[config.mk]
export PLATFORM = sky130hd
export DESIGN_NAME = column_accumulator
export DESIGN_NICKNAME = d
export VERILOG_FILES = /design/src/rtl/npu_pkg.sv /design/src/rtl/col_popcount.sv /design/src/rtl/column_accumulator.sv
export SDC_FILE = /design/constraint.sdc
export NUM_CORES = 2
export LEC_CHECK = 0
export CAP_MARGIN = 20
export CELL_PAD_IN_SITES_DETAIL_PLACEMENT = 2
export CELL_PAD_IN_SITES_GLOBAL_PLACEMENT = 2
export CORE_AREA = 10 10 358 360
export DETAILED_ROUTE_END_ITERATION = 6
export DIE_AREA = 0 0 368 370
export PLACE_DENSITY_LB_ADDON = 0.1
export SYNTH_ARGS = -nofsm -noshare
export SYNTH_HDL_FRONTEND = slang
export SYNTH_SLANG_ARGS = --single-unit
export TNS_END_PERCENT = 5
[constraint.sdc]
create_clock -name clk -period 4.65 [get_ports clk]
set_input_delay 1.1625 -clock clk [delete_from_list [all_inputs] [get_ports clk]]
set_output_delay 1.1625 -clock clk [all_outputs]
set_load 0.02 [all_outputs]
[src/rtl/npu_pkg.sv]
// Shared NPU datapath constants: default column-interface geometry and the
// signed saturation limits of the 32-bit accumulator.
package npu_pkg;

  localparam int COLS_DEF  = 19;
  localparam int DEPTH_DEF = 48;
  localparam int ACC_W_DEF = 32;
  localparam int CNT_W     = 6;

  localparam logic [ACC_W_DEF-1:0] SAT_MAX = 32'h7FFF_FFFF;
  localparam logic [ACC_W_DEF-1:0] SAT_MIN = 32'h8000_0000;

endpackage

[src/rtl/col_popcount.sv]
// Combinational population count of one partial-product column.
module col_popcount
  import npu_pkg::*;
#(
  parameter int DEPTH = DEPTH_DEF
) (
  input  logic [DEPTH-1:0] col,
  output logic [CNT_W-1:0] cnt
);

  always_comb begin
    cnt = '0;
    for (int i = 0; i < DEPTH; i++) begin
      cnt = cnt + CNT_W'(col[i]);
    end
  end

endmodule

[src/rtl/column_accumulator.sv]
// Reduces weighted bit-column frames to signed sums and accumulates them until a
// last frame. Define ACC_SAT_EN for saturating accumulation with a sticky out_sat.
module column_accumulator
  import npu_pkg::*;
#(
  parameter int COLS  = COLS_DEF,
  parameter int DEPTH = DEPTH_DEF,
  parameter int ACC_W = ACC_W_DEF
) (
  input  logic                  clk,
  input  logic                  rst_n,
  input  logic [COLS*DEPTH-1:0] in_cols,
  input  logic                  in_last,
  input  logic                  in_valid,
  output logic                  in_ready,
  output logic [ACC_W-1:0]      out_data,
  output logic                  out_sat,
  output logic                  out_valid,
  input  logic                  out_ready
);

  localparam int SUM_W = COLS + CNT_W;

  logic adv;
  assign adv      = !out_valid || out_ready;
  assign in_ready = adv;

  // S1: per-column popcounts
  logic [CNT_W-1:0] pc   [COLS];
  logic [CNT_W-1:0] cnt1 [COLS];
  logic             valid1, last1;

  for (genvar g = 0; g < COLS; g++) begin : g_pop
    col_popcount #(.DEPTH(DEPTH)) u_pop (
      .col (in_cols[g*DEPTH +: DEPTH]),
      .cnt (pc[g])
    );
  end

  always_ff @(posedge clk or negedge rst_n) begin
    if (!rst_n) begin
      valid1 <= 1'b0;
      last1  <= 1'b0;
      for (int k = 0; k < COLS; k++) cnt1[k] <= '0;
    end else if (adv) begin
      valid1 <= in_valid;
      last1  <= in_last;
      cnt1   <= pc;
    end
  end

  // S2: weight and truncate; the upstream sign constants make the low COLS bits exact
  logic [SUM_W-1:0] wsum;
  logic [COLS-1:0]  frame2;
  logic             valid2, last2;

  always_comb begin
    wsum = '0;
    for (int k = 0; k < COLS; k++) begin
      wsum = wsum + (SUM_W'(cnt1[k]) << k);
    end
  end

  always_ff @(posedge clk or negedge rst_n) begin
    if (!rst_n) begin
      frame2 <= '0;
      valid2 <= 1'b0;
      last2  <= 1'b0;
    end else if (adv) begin
      frame2 <= wsum[COLS-1:0];
      valid2 <= valid1;
      last2  <= last1;
    end
  end

  // S3: accumulate onto zero for the first frame of a group
  logic [ACC_W-1:0] ext, base, sum_raw, acc_d, acc;
  logic             first, valid3, last3;

  assign ext     = {{(ACC_W-COLS){frame2[COLS-1]}}, frame2};
  assign base    = first ? '0 : acc;
  assign sum_raw = base + ext;

`ifdef ACC_SAT_EN
  localparam logic [ACC_W-1:0] ACC_MAX = {1'b0, {(ACC_W-1){1'b1}}};
  localparam logic [ACC_W-1:0] ACC_MIN = {1'b1, {(ACC_W-1){1'b0}}};

  logic ovf, sat_d, sat_run;

  always_comb begin
    ovf   = (base[ACC_W-1] == ext[ACC_W-1]) && (sum_raw[ACC_W-1] != base[ACC_W-1]);
    acc_d = sum_raw;
    if (ovf) acc_d = base[ACC_W-1] ? ACC_MIN : ACC_MAX;
    sat_d = (first ? 1'b0 : sat_run) | ovf;
  end

  always_ff @(posedge clk or negedge rst_n) begin
    if (!rst_n) begin
      sat_run <= 1'b0;
    end else if (adv && valid2) begin
      sat_run <= sat_d;
    end
  end
`else
  assign acc_d = sum_raw;
`endif

  always_ff @(posedge clk or negedge rst_n) begin
    if (!rst_n) begin
      acc    <= '0;
      first  <= 1'b1;
      valid3 <= 1'b0;
      last3  <= 1'b0;
    end else if (adv) begin
      valid3 <= valid2;
      last3  <= last2;
      if (valid2) begin
        acc   <= acc_d;
        first <= last2;
      end
    end
  end

  // Output register: a new result may replace one being consumed on the same edge
  always_ff @(posedge clk or negedge rst_n) begin
    if (!rst_n) begin
      out_data  <= '0;
      out_valid <= 1'b0;
    end else if (adv) begin
      if (valid3 && last3) begin
        out_data  <= acc;
        out_valid <= 1'b1;
      end else begin
        out_valid <= 1'b0;
      end
    end
  end

`ifdef ACC_SAT_EN
  always_ff @(posedge clk or negedge rst_n) begin
    if (!rst_n) begin
      out_sat <= 1'b0;
    end else if (adv && valid3 && last3) begin
      out_sat <= sat_run;
    end
  end
`else
  assign out_sat = 1'b0;
`endif

endmodule

# ---- Yosys cells after proc, flatten, opt, wreduce, memory -nomap -nowiden
# Cells that the tools add are included.
dict set report word_totals {
  output_inout_bits 35
  regBits 190
  word_cells 949
  inputBits 917
}
dict set report op_classes {
  n_reduce_logical 5
  addsub 912
  mux 2
}
# cell count
set ops {}
lappend ops {{$add 6x1->6} 644}
lappend ops {{$add 5x1->5} 45}
lappend ops {{$add 4x1->4} 45}
lappend ops {{$add 3x1->3} 45}
lappend ops {{$add 19x19->19} 6}
lappend ops {{$add 2x1->2} 46}
lappend ops {{$add 1x1->1} 47}
lappend ops {{$add 1x1->2} 18}
lappend ops {{$add 32x32->32} 1}
lappend ops {{$mux 32} 1}
lappend ops {{$add 18x18->19} 1}
lappend ops {{$add 17x17->18} 1}
lappend ops {{$add 16x16->17} 1}
lappend ops {{$add 15x15->16} 1}
lappend ops {{$add 14x14->15} 1}
lappend ops {{$add 13x13->14} 1}
lappend ops {{$add 12x12->13} 1}
lappend ops {{$add 11x11->12} 1}
lappend ops {{$add 10x10->11} 1}
lappend ops {{$add 9x9->10} 1}
lappend ops {{$add 2x1->3} 3}
lappend ops {{$add 8x8->9} 1}
lappend ops {{$add 6x7->8} 1}
lappend ops {{$reduce_and 2->1} 2}
lappend ops {{4 further kinds} 4}

# ---- Longest topological paths before layout
dict set report depth {
  ltp_word 47
  depth_mapped 20
  depth_no_buf 20
}

# ---- Hierarchy
# Synthesis repeated with hierarchy kept, for this count alone.
dict set report unflattened {
  cells_unflattened 3505
  area_unflattened_um2 34206.6
}
# module seq_area_each_um2 area_per_inst_um2 cells_per_inst n_inst
set by_module_without_submodules {}
lappend by_module_without_submodules {{col_popcount (g_pop[0].u_pop ...)} 0.0 1226.2 124 14}
lappend by_module_without_submodules {column_accumulator 4755.8 10920.5 1152 1}
lappend by_module_without_submodules {{col_popcount (g_pop[5].u_pop ...)} 0.0 1227.4 124 3}
lappend by_module_without_submodules {{col_popcount (g_pop[16].u_pop)} 0.0 1222.4 124 1}
lappend by_module_without_submodules {{col_popcount (g_pop[9].u_pop)} 0.0 1214.9 121 1}

# ---- Least setup slack after synthesis
# No wires, ideal clock.
dict set report synth_timing {
  kind {input port to flip-flop}
  start {input port in_cols[288]}
  end {register cnt1[76] (netlist bit)}
  path_stages 16
  path_slack_ns -1.680
  required_time_ns 4.517
  t_arrival_ns 6.197
  path_buffers 0
  setup_ns 0.133
  cell_sequence {ha_1 -> inv_1 -> fa_1 -> fa_1 -> fa_1 -> fa_1 -> fa_1 -> fa_1 -> fa_1 -> inv_1 -> fa_1 -> fa_1 -> a21o_1 -> a21oi_1 -> xor2_1 -> o21ai_0}
}
dict set report synth_via {
  elab_chain_cells 47
}
# element line
set synth_rtl {}
lappend synth_rtl {{from (decl)} column_accumulator.sv:12} ;# input logic [COLS*DEPTH-1:0] in_cols,
lappend synth_rtl {{$add 1x1->2} col_popcount.sv:14} ;# cnt = cnt + CNT_W'(col[i]);
lappend synth_rtl {{$add 6x1->6 (46 in a row)} col_popcount.sv:14}
lappend synth_rtl {{to (signal assigned)} column_accumulator.sv:48} ;# cnt1 <= pc;
lappend synth_rtl {{to (decl)} column_accumulator.sv:30} ;# logic [CNT_W-1:0] cnt1 [COLS];
# No other way between the ends.
# A chain may end at the register's enable or synchronous reset.

# ---- Worst setup path after layout
dict set report layout_timing {
  start {input port in_cols[40]}
  end {register cnt1[112] (netlist bit)}
}
dict set report layout_via {
  elab_chain_cells 8
}
# element line
set layout_rtl {}
lappend layout_rtl {{$add 6x1->6 (8 in a row)} col_popcount.sv:14}
# No other way between the ends.

==> metrics.md <==
| Metric | Value |
|---|---|
| Max_cap viols | 0 |
| DRC | 0 |
| Register Area | 4760 sq um |
| Mapped Area | 32000 sq um |
| Reg clk slew, reported paths | 0.08 ns |
| Die width | 368 um |
| Period utilization | 133% |
| Initial Util | 26.4% |
| Initial antenna violation count | 56 |
| TritonCTS clock tree | yes |
| Routed via count | 24400 |
| Root buffer cell | clkbuf_16 |
| Ys Warns | 0 |
| Syn Nets | 5065 |
| Gate Count Post-Synth | 3215 |
| Count of unique library cells instantiated by Yosys | 75 |
| Top cell type's share of synthesized area | 46.2% |
| Port Buffers | 950 |
| Fillers | 13200 |
| Share of the yosys chip area belonging to registers | 14.9% |
| Worst slew pin tran | 0.872 ns |
| Fmax | 0.161 GHz |
| Commonest register cell after synthesis | dfrtp_1 |
| Aggregate global routing overflow | 0 |
| Status | finished, violations left |
| Die Area | 136000 sq um |
| Final antenna-violating net count | 0 |
| Post-Place Setup Slack | -2.43 ns |
| Number of I/O pins | 952 |
| Kind of start point of the critical path | input pin |
| FFs w/ async S/R, synth | 100% |
| Post-synth EDFFs | 0 |
| Core Area | 121000 sq um |
| Final Worst Setup Slack | -1.55 ns |
| # setup viols final | 98 |
| Kind of critical path | in2reg |
| Std-Cell Rows | 128 |
| Share of cells above drive strength 1 | 10.9% |
| Max clock buf depth | 2 |
| H-tree Lvls | 4 |
| Setup Skew | 0.0177 ns |
| Failing checks | negative setup slack |
| Critical Path AT | 6.55 ns |
| Commonest cells in the synthesized netlist | 1148 x inv_1, 738 x fa_1, 195 x ha_1, 191 x nand2_1, 189 x dfrtp_1 |
| Largest net degree at the start of global routing | 140 |
| Die height | 370 um |
| Post-Route WL | 118000 um |
| Critical Path Fanout Max | 2 |
| Syn-to-layout area delta | 42.9% |
| Tot GR Track Use | 17.1% |
| Clock sinks | 190 |
| Nature of the critical path endpoint | flip-flop |
| Worst-skew pair later-pin latency | 0.50 ns |
| Drt via density | 4.14 |
| Most common cell in the netlist | inv_1 |
| Yosys reg bits | 190 |
| Area contributors post-synth | fa_1 46%, dfrtp_1 15%, inv_1 13%, ha_1 7.6%, xnor2_1 3.2% |
| RSZ-0062 raised after global routing | yes |
| CTS Buf Count | 17 |
| Syn Area/Cell | 9.96 sq um |
| Crit path time final | 6.20 ns |
| Hold Violations, Final | 0 |
| Hold WC Path Type | reg2reg |
| GPL Wtd Cong | 0.799 |
| Layout Nets | 6077 |
| Routed len/inst | 20.0 um |
| Multi-input logic area | 23500 sq um |
| First-pass GRT wire length | 176000 um |
| Post-DP HPWL | 110000 um |
| Final count of pins violating max slew | 0 |
| Slew margin rel. | 41.8% |
| Number of global-route vias before repair | 29600 |
| Post-synth top area cell | fa_1 |
| WP data required | 5.01 ns |
| First drt pass iteration count | 4 |
| Iteration-0 DRC Markers | 558 |
worst max-delay path, stage by stage:
cell and delay (ns):
clkdlybuf4s50_1 0.48, inv_1 0.06, fa_1 0.53, fa_1 0.44, fa_1 0.52, fa_1 0.45
fa_1 0.58, fa_1 0.46, fa_1 0.50, inv_1 0.05, fa_2 0.35, fa_2 0.36
a21o_1 0.18, a21oi_2 0.14, xor2_1 0.21, o21ai_1 0.08
per-stage QoR:
stage | hold WS (ns) | instance area, sq um | std cells | TNS [ns] | utilization, %
floorplan | 0.439 | 32000 | 3215 | -118.95 | -
global placement | 0.459 | 44100 | 5826 | -190.42 | 36.4
detailed placement | 0.466 | 44100 | 5826 | -195.04 | 36.4
CTS | 0.486 | 45000 | 5861 | -125.65 | 37.1
global route | 0.526 | 45700 | 5882 | -129.57 | 37.8
finish | 0.482 | 45700 | 5886 | -116.03 | 37.8
what timing repair did:
item                                    in CTS  in global routing
hold buffers                                 0                  0
buffers inserted                             3                  5
resized for setup                          179                380
pin swaps                                  172                262
endpoints found under the setup margin      99                103
metal layers:
| metal | wire length, um | track usage [%] | vias up |
|---|---|---|---|
| met2 | 69400 | 35.1 | 485 |
| met4 | 957 | 2.33 | 66 |
| met1 | 40100 | 16.9 | 12500 |
| met5 | 399 | 0 | - |
| met3 | 6960 | 5.09 | 113 |
| li1 | - | - | 11200 |
final timing paths:
kind | startpoint | endpoint | slack, ns | depth (start not counted)
setup / recovery | in_cols[40] | cnt1[112] | -1.55 | 16
hold / removal | valid3 | valid3 | 0.48 | 2
setup reg to reg | cnt1[99] | frame2[17] | 0.31 | 12
hold reg to reg | valid3 | valid3 | 0.48 | 2
max in group asynchronous | rst_n | cnt1[89] | 3.04 | 2
min in group asynchronous | rst_n | cnt1[27] | 0.65 | 1
cell usage in the layout, fill, tap and decap left out, types with 11 or more instances in the layout:
cell type	instances
dfrtp_1	189
buf_4	82
ha_4	13
nor2b_1	41
dlymetal6s2s_1	153
inv_1	1032
xnor2_1	98
xor2_1	48
clkbuf_16	17
xnor2_2	17
dlygate4sd2_1	40
a21oi_1	85
diode_2	21
nand2b_1	11
mux2_2	34
ha_1	182
o21ai_1	30
nand2_1	186
fa_2	60
fa_1	678
a21o_1	49
a21oi_2	36
o21ai_0	48
inv_2	116
nor2_1	82
clkdlybuf4s50_1	727
clkbuf_2	11
buf_6	14
state kept, by name, summed over array words and instances (netlist names):
signal     cells
cnt1          99
acc           32
out_data      32
frame2        19
first          1
last1          1
last2          1
last3          1
out_valid      1
valid1         1
valid2         1
valid3         1
area by class of cell:
type	instances	area share [%]
clock buffer	18	0.938
inverter	1149	9.44
multi-input combinational	1834	51.3
antenna	21	0.115
tap	1625	4.44
sequential	190	10.4
timing repair buffer	1035	22.9
clock inverter	14	0.484
cell families after synthesis:
family,after synthesis,share of synthesized area (%)
AOI/OAI and AO/OA,319,6.29
xor gates and xnor gates,170,4.65
adders and majority gates,933,53.8
buffers and inverters,1191,14.0
DFF,190,14.9
muxes,34,1.20
other,1,0.0117
and+or+nand+nor,377,5.24
Power is left out: the tool's default activity adds up to more than one toggle a clock period on the data nets, which glitch-free logic cannot reach.
